$ cat src/rtl/hazard_stall_controller.sv
// hazard_stall_controller
//
// Decides when the ID-stage instruction must be held back because an older
// instruction has not produced one of its source registers yet. It also
// decides when a taken branch or jump may flush the fetch stream, and keeps
// saturating statistics of stall and flush cycles.
//
// Parameters
//   CNT_W          width of the StallCount / FlushCount statistics counters
//
// Ports
//   clk            rising-edge clock
//   rst            asynchronous active-high reset
//   IFID_OpCode    opcode of the instruction in ID
//   IFID_Rs/Rt     source register fields of the instruction in ID
//   IDEX_MemRead   EX-stage instruction is a load
//   IDEX_RegWrite  EX-stage instruction writes a register
//   IDEX_Rd        EX-stage destination register (after the RegDst mux)
//   EXMEM_MemRead  MEM-stage instruction is a load
//   EXMEM_Rd       MEM-stage destination register
//   PCSrc, IsJ     ID-stage branch-taken / jump indications
//   PCWrite        PC write enable (low while stalling)
//   IFIDWrite      IF/ID write enable (low while stalling)
//   IDEX_Bubble    injects zero control into ID/EX (high while stalling)
//   IF_Flush       clears IF/ID and redirects fetch
//   StallCount     saturating count of stall cycles
//   FlushCount     saturating count of flush cycles
//   State          current FSM state (00 RUN, 01 HOLD, 10 REEVAL)

module hazard_stall_controller #(
    parameter int CNT_W = 16
) (
    input  logic             clk,
    input  logic             rst,
    input  logic [5:0]       IFID_OpCode,
    input  logic [4:0]       IFID_Rs,
    input  logic [4:0]       IFID_Rt,
    input  logic             IDEX_MemRead,
    input  logic             IDEX_RegWrite,
    input  logic [4:0]       IDEX_Rd,
    input  logic             EXMEM_MemRead,
    input  logic [4:0]       EXMEM_Rd,
    input  logic             PCSrc,
    input  logic             IsJ,
    output logic             PCWrite,
    output logic             IFIDWrite,
    output logic             IDEX_Bubble,
    output logic             IF_Flush,
    output logic [CNT_W-1:0] StallCount,
    output logic [CNT_W-1:0] FlushCount,
    output logic [1:0]       State
);

    localparam logic [5:0] OP_RTYPE = 6'b000000;
    localparam logic [5:0] OP_J     = 6'b000010;
    localparam logic [5:0] OP_BEQ   = 6'b000100;
    localparam logic [5:0] OP_BNE   = 6'b000101;
    localparam logic [5:0] OP_SW    = 6'b101011;

    typedef enum logic [1:0] {
        RUN    = 2'b00,
        HOLD   = 2'b01,
        REEVAL = 2'b10
    } state_e;

    state_e           state_q, state_d;
    logic [CNT_W-1:0] stall_count_q, stall_count_d;
    logic [CNT_W-1:0] flush_count_q, flush_count_d;

    logic             uses_rs;
    logic             uses_rt;
    logic             is_branch;
    logic             match_ex;
    logic             match_mem;
    logic [1:0]       need;
    logic             stall;
    logic             flush;

    // Decode which source fields the ID instruction actually reads, then
    // rank the hazards. A branch behind a load needs two cycles because the
    // loaded value only exists after MEM, and the branch compares in ID.
    // Register 0 never carries a dependency.
    always_comb begin
        uses_rs   = (IFID_OpCode != OP_J);
        uses_rt   = (IFID_OpCode == OP_RTYPE) || (IFID_OpCode == OP_BEQ) ||
                    (IFID_OpCode == OP_BNE)   || (IFID_OpCode == OP_SW);
        is_branch = (IFID_OpCode == OP_BEQ) || (IFID_OpCode == OP_BNE);

        match_ex  = (IDEX_Rd != 5'd0) &&
                    ((uses_rs && (IFID_Rs == IDEX_Rd)) ||
                     (uses_rt && (IFID_Rt == IDEX_Rd)));
        match_mem = (EXMEM_Rd != 5'd0) &&
                    ((uses_rs && (IFID_Rs == EXMEM_Rd)) ||
                     (uses_rt && (IFID_Rt == EXMEM_Rd)));

        need = 2'd0;
        if (is_branch && IDEX_MemRead && match_ex) begin
            need = 2'd2;
        end else if (IDEX_MemRead && match_ex) begin
            need = 2'd1;
        end else if (is_branch && IDEX_RegWrite && match_ex) begin
            need = 2'd1;
        end else if (is_branch && EXMEM_MemRead && match_mem) begin
            need = 2'd1;
        end
    end

    // Next state and Mealy stall. REEVAL is a RUN that follows a stall, so
    // hazards are looked at again with the pipeline's new contents. HOLD is
    // the forced second cycle of a two-cycle stall. The unused encoding
    // drops back to RUN. Reset overrides the stall so the pipeline enables
    // read as idle while rst is high.
    always_comb begin
        state_d = RUN;
        stall   = 1'b0;
        case (state_q)
            RUN, REEVAL: begin
                stall = (need != 2'd0);
                case (need)
                    2'd2:    state_d = HOLD;
                    2'd1:    state_d = REEVAL;
                    default: state_d = RUN;
                endcase
            end
            HOLD: begin
                stall   = 1'b1;
                state_d = REEVAL;
            end
            default: begin
                stall   = 1'b0;
                state_d = RUN;
            end
        endcase
        if (rst) begin
            stall = 1'b0;
        end
    end

    // A redirect is only honoured when the ID instruction actually advances;
    // during a stall the branch decision is not yet valid.
    always_comb begin
        flush = (PCSrc || IsJ) && !stall && !rst;
    end

    // Saturating statistics: once all-ones they stay there.
    always_comb begin
        stall_count_d = stall_count_q;
        flush_count_d = flush_count_q;
        if (stall && (stall_count_q != {CNT_W{1'b1}})) begin
            stall_count_d = stall_count_q + CNT_W'(1);
        end
        if (flush && (flush_count_q != {CNT_W{1'b1}})) begin
            flush_count_d = flush_count_q + CNT_W'(1);
        end
    end

    always_ff @(posedge clk or posedge rst) begin
        if (rst) begin
            state_q       <= RUN;
            stall_count_q <= '0;
            flush_count_q <= '0;
        end else begin
            state_q       <= state_d;
            stall_count_q <= stall_count_d;
            flush_count_q <= flush_count_d;
        end
    end

    assign PCWrite     = !stall;
    assign IFIDWrite   = !stall;
    assign IDEX_Bubble = stall;
    assign IF_Flush    = flush;
    assign StallCount  = stall_count_q;
    assign FlushCount  = flush_count_q;
    assign State       = state_q;

endmodule

$ cat config.mk
export PLATFORM = sky130hd
export DESIGN_NAME = hazard_stall_controller
export DESIGN_NICKNAME = d
export VERILOG_FILES = /design/src/rtl/hazard_stall_controller.sv
export SDC_FILE = /design/constraint.sdc
export NUM_CORES = 1
export LEC_CHECK = 0
export CAP_MARGIN = 0
export CORE_MARGIN = 1
export CORE_UTILIZATION = 35
export CTS_CLUSTER_DIAMETER = 50
export CTS_CLUSTER_SIZE = 28
export DETAILED_ROUTE_END_ITERATION = 10
export GPL_TIMING_DRIVEN = 0
export REMOVE_ABC_BUFFERS = 1
export SLEW_MARGIN = 10
export SYNTH_ARGS = -nofsm -noshare
export SYNTH_HDL_FRONTEND = slang
export SYNTH_SLANG_ARGS = --single-unit
$ cat constraint.sdc
create_clock -name clk -period 4.8 [get_ports clk]
set_input_delay 0.48 -clock clk [delete_from_list [all_inputs] [get_ports clk]]
set_output_delay 0.48 -clock clk [all_outputs]
set_load 0.02 [all_outputs]
Word-level counts from Yosys, hierarchy flattened. Index checks and enable logic that the tools add are counted.

Equal/unequal tests: 14. Multiplexer cells: 8. Reductions and logical operators: 32. $add $sub $neg: 2.

Operator list (count): adder 16 x 1 -> 16 bit (second input constant) (2); != test 16 bit (second input constant) (2); == test 5 bit (4); logical AND 1 bit (17); == test 6 x 3 -> 1 bit (second input constant) (2); nonzero test 5 bit (2); one-hot mux 2 bit (2 select lines) (2); logical OR 1 bit (7); == test 6 bit (second input constant) (1); zero test 6 bit (1); != test 6 x 2 -> 1 bit (second input constant) (1); == test 2 x 1 -> 1 bit (second input constant) (2); == test 2 bit (second input constant) (2); two-way mux 1 bit (4); zero test 1 bit (2); zero test 2 bit (1); two-way mux 2 bit (1); one-hot mux 1 bit (2 select lines) (1); nonzero test 2 bit (1); OR reduction 2 bit (1).

Logic and storage cells: 59. Bits in registers: 34. Output and inout bits: 38.

Longest topological paths before layout.
Depth in word-level cells: 19. Depth in mapped cells: 8.

Least setup slack after synthesis. No wires, ideal clock.

Kind: input to output. Start point: input IFID_OpCode[5]. End point: output PCWrite. Slack: 1774 ps. Stages on the path: 8. Data arrival time: 2546 ps. Cell sequence: or3_1 -> or3_1 -> and4_4 -> o211a_1 -> a211o_4 -> buf_2 -> nand2_1 -> buf_4.

Word-level cells in the longest chain between the ends: 16. Elaborated cells on any way between the ends: 32. Those cells by class: 4 x eq/ne; 6 x mux; 22 x reduce/logical.

Ends and longest elaborated chain: from (decl) (RTL line 35) `input logic [5:0] IFID_OpCode,`; == test 6 x 3 -> 1 bit or zero test 6 bit (tied branches) (RTL line 85, 87); logical OR 1 bit (2 in series) (RTL line 85) `uses_rt = (IFID_OpCode == OP_RTYPE) || (IFID_OpCode == OP_BEQ) ||`; logical OR 1 bit (RTL line 86) `(IFID_OpCode == OP_BNE) || (IFID_OpCode == OP_SW);`; logical AND 1 bit (RTL line 94) `(uses_rt && (IFID_Rt == EXMEM_Rd)));`; logical OR 1 bit (RTL line 93) `((uses_rs && (IFID_Rs == EXMEM_Rd)) ||`; logical AND 1 bit (RTL line 92) `match_mem = (EXMEM_Rd != 5'd0) &&`; logical AND 1 bit (RTL line 103) `end else if (is_branch && EXMEM_MemRead && match_mem) begin`; two-way mux 1 bit (RTL line 103); two-way mux 1 bit (RTL line 101) `end else if (is_branch && IDEX_RegWrite && match_ex) begin`; two-way mux 1 bit (RTL line 99) `end else if (IDEX_MemRead && match_ex) begin`; two-way mux 2 bit * (RTL line 97) `if (is_branch && IDEX_MemRead && match_ex) begin`; nonzero test 2 bit * (RTL line 118) `stall = (need != 2'd0);`; one-hot mux 1 bit (2 select lines) * (RTL line 116) `case (state_q)`; two-way mux 1 bit * (RTL line 134) `if (rst) begin`; zero test 1 bit *; to (decl) (RTL line 45) `output logic PCWrite,`.

Every way passes the cells marked *; elsewhere a longest branch is shown, timed or not.

Worst setup path after layout.
Start point: input IFID_OpCode[5]. End point: output PCWrite.

Word-level cells in the longest chain between the ends: 16. Elaborated cells on any way between the ends: 32. Those cells by class: 4 x eq/ne; 6 x mux; 22 x reduce/logical.

Ends and longest elaborated chain: == test 6 x 3 -> 1 bit or zero test 6 bit (tied branches) (RTL line 85, 87); logical OR 1 bit (2 in series) (RTL line 85); logical OR 1 bit (RTL line 86); logical AND 1 bit (RTL line 94); logical OR 1 bit (RTL line 93); logical AND 1 bit (RTL line 92); logical AND 1 bit (RTL line 103); two-way mux 1 bit (RTL line 103); two-way mux 1 bit (RTL line 101); two-way mux 1 bit (RTL line 99); two-way mux 2 bit * (RTL line 97); nonzero test 2 bit * (RTL line 118); one-hot mux 1 bit (2 select lines) * (RTL line 116); two-way mux 1 bit * (RTL line 134); zero test 1 bit * (RTL line 169) `assign PCWrite = !stall;`.

Marks and branches as above.

==> flow_summary.yaml <==
grt:
  grt_pass1_wl_um: 8040
  overflow: 0
  grt_max_degree: 38
  antenna_found_initial: 0
  grt_pass1_vias: 1656
  grt.total_usage_pct: 16.8
placement:
  dpl.hpwl_um: 3480
  preCtsSetupSlack_ps: 908
  place.gp.congestion: 0.857
  port_buffers: 70
sta:
  relSlewSlack_pct: 39.3
  fmax_ghz: 0.257
  rsz0062_at_grt: "no"
  tightest_slew_ps: 904
  fin_skew_ps: 5.87
  worst_slack_ps: 909
  hold_viol: 0
  setup_viol: 0
  hold_ws_ps: 493
  fin_tns_setup_ps: 0
  finalCritPeriodShare_pct: 81.1
  drv_slew: 0
  period_needed_ps: 3890
die:
  start_util_pct: 36.6
  die_h_um: 78.1
  pin_count: 71
  dieArea_um2: 6100
  die_x_um: 78.1
  placeableCoreArea_um2: 5540
  num_rows: 27
synthesis:
  synth_top_cells_by_count: "dfrtp_1 (34), xor2_1 (26), xnor2_1 (24)"
  synth_area_leaders: "dfrtp_1 (42%), xor2_1 (11%), xnor2_1 (10%)"
  syn_inst: 201
  synth_warnings: 0
  synth_top_area_cell: "dfrtp_1"
  synth.most_common_cell: "dfrtp_1"
  synth_seq_cells: 34
  async_flop_share_pct: 100
  synth_area_per_cell_um2: 10.1
  synth_flop_cell: "dfrtp_1"
  netlist.area_leader.share_pct: 42.0
  synth.cell_area_um2: 2030
  synth-edff-count: 0
  synth_cell_type_count: 41
  ys_seq_area_share_pct: 42.0
power_and_ir_drop:
  powerDensity_nw_per_um2: 327
  netSwitchingFraction_pct: 32.8
  leakage_nw: 1.17
  p_int_w: 0.000637
  p_sw_w: 0.000310
  pwr-share-clk_pct: 27.2
  ir_worst_vdd_v: 0.000315
  comb_power_share_pct: 31.1
  p_seq_share_pct: 41.8
cells_and_area:
  num-fill-cells: 541
  finish.utilization_pct: 52.2
  insertedDiodeCount: 0
  final_nets: 308
  seq_area_um2: 851
  drive_gt1_share_pct: 7.30
  multi_input_area_um2: 1120
  area_growth_pct: 42.9
clocking:
  cts_tree: "done"
  root_buffer: "clkbuf_8"
  cts_setup_buffers: 0
  clk_pin_slew_ps: 70
  ctsHoldBuffers: 0
  post_cts_resized: 0
  clock_latency_ps: 280
  clock_path_buffers: 2
  ctsHtreeMaxLevel: 2
  cts.sinks: 34
  cts_buffers: 5
routing:
  ant_nets: 0
  drt_iter0_markers: 69
  viasPerCell: 5.06
  vias: 1751
  dr.pass1.iters: 4
  wl_per_cell_um: 14.1
  wirelength_um: 4880
  drc: 0
setup_path:
  worstPathRequired_ps: 4320
  rr_endpoint: "FlushCount[1]$_DFFE_PP0P_"
  startpoint_type: "input pin"
  r2r_start: "FlushCount[7]$_DFFE_PP0P_"
  worstRegToRegCells: 7
  cp.arrival_ps: 3410
  crit_path_max_fanout: 25
  path_class: "in -> out"
  endpoint_kind: "primary output"
  r2r_setup_slack_ps: 2670
min_path:
  hold_class: "reg -> reg"
  whs_endpoint: "FlushCount[5]$_DFFE_PP0P_"
  holdPathStages: 1
  min_from: "FlushCount[5]$_DFFE_PP0P_"
status:
  status: "finished, final reports clean"
flow_run:
  cap_viol_max_count: 0
==> how the worst max path moves through the flow <==
stage / startpoint / to / slack (ps) / depth (start not counted)
after floorplan: IFID_OpCode[5] / IDEX_Bubble / 1720 / 7
after global placement: IFID_OpCode[5] / IFIDWrite / 870 / 8
after detailed placement: IFID_OpCode[5] / IF_Flush / 910 / 8
after CTS: IFID_OpCode[5] / IF_Flush / 890 / 8
after global routing: IFID_OpCode[5] / IDEX_Bubble / 740 / 9
final: IFID_OpCode[5] / PCWrite / 910 / 8
==> flip-flops by register name, summed over array words and instances (netlist names) <==
name	flops
FlushCount	16
State	2
StallCount	16
==> placed cells by master (no fill, tap or decap), types with 3 or more instances in the layout <==
cell,instances
nor4b_1,3
or4_1,3
clkbuf_8,5
nand2_1,11
or3_1,4
nor3_1,12
nor4_1,5
clkdlybuf4s50_1,70
xor2_1,26
nor2_1,10
and3_1,3
nand4_1,7
nand3_1,17
xnor2_1,24
inv_1,6
nor4_2,4
dfrtp_1,34
==> layout make-up <==
cell class | instances | share of cell area, %
Clock buffer | 5 | 2.38
Clock inverter | 3 | 1.38
Inverter | 7 | 0.908
Multi-Input combinational cell | 155 | 38.6
Sequential cell | 34 | 29.4
Tap cell | 72 | 3.11
Timing Repair Buffer | 70 | 24.2
==> cells by family after synthesis <==
family                     count (synthesis)  synth area share [%]
AOI/OAI and AO/OA                         12                  5.00
xor gates and xnor gates                  50                  21.6
adders and majority gates                  2                  1.24
buffers and inverters                     12                  2.84
DFF                                       34                  42.0
muxes                                      2                  1.11
and+or+nand+nor                           89                  26.2
==> metal layers <==
layer  up-vias  global-route usage (%)  routed length, um
li1        856                       -                  -
met1       829                    24.1               2410
met2        64                    24.4               2080
met3         2                    4.88                358
met4         0                    5.19                 25
met5         -                       0                  0
==> critical path, stage by stage <==
cell and delay, ps:
clkdlybuf4s50_1 440, or3_1 410, or3_1 400, and4_4 210, o211a_1 240, a211o_4 450, nand2_1 150, clkdlybuf4s50_1 620
==> metrics by stage <==
stage / instance area [um2] / std cells / power [W]
2_1_floorplan: 1990 / 196 / 0.000537
3_3_place_gp: 2790 / 338 / 0.000692
3_5_place_dp: 2790 / 338 / 0.000693
4_1_cts: 2890 / 346 / 0.000960
5_1_grt: 2890 / 346 / 0.00100
6_report: 2890 / 346 / 0.000947
==> power groups by stage <==
stage	Sequential, W	Combinational, W	Clock (W)
floorplan	0.000443	0.0000944	0
global placement	0.000400	0.000293	0
global route	0.000404	0.000317	0.000280
finish	0.000395	0.000294	0.000257
CTS	0.000395	0.000297	0.000268
detailed placement	0.000398	0.000296	0
Power figures use the tool's default switching activity.
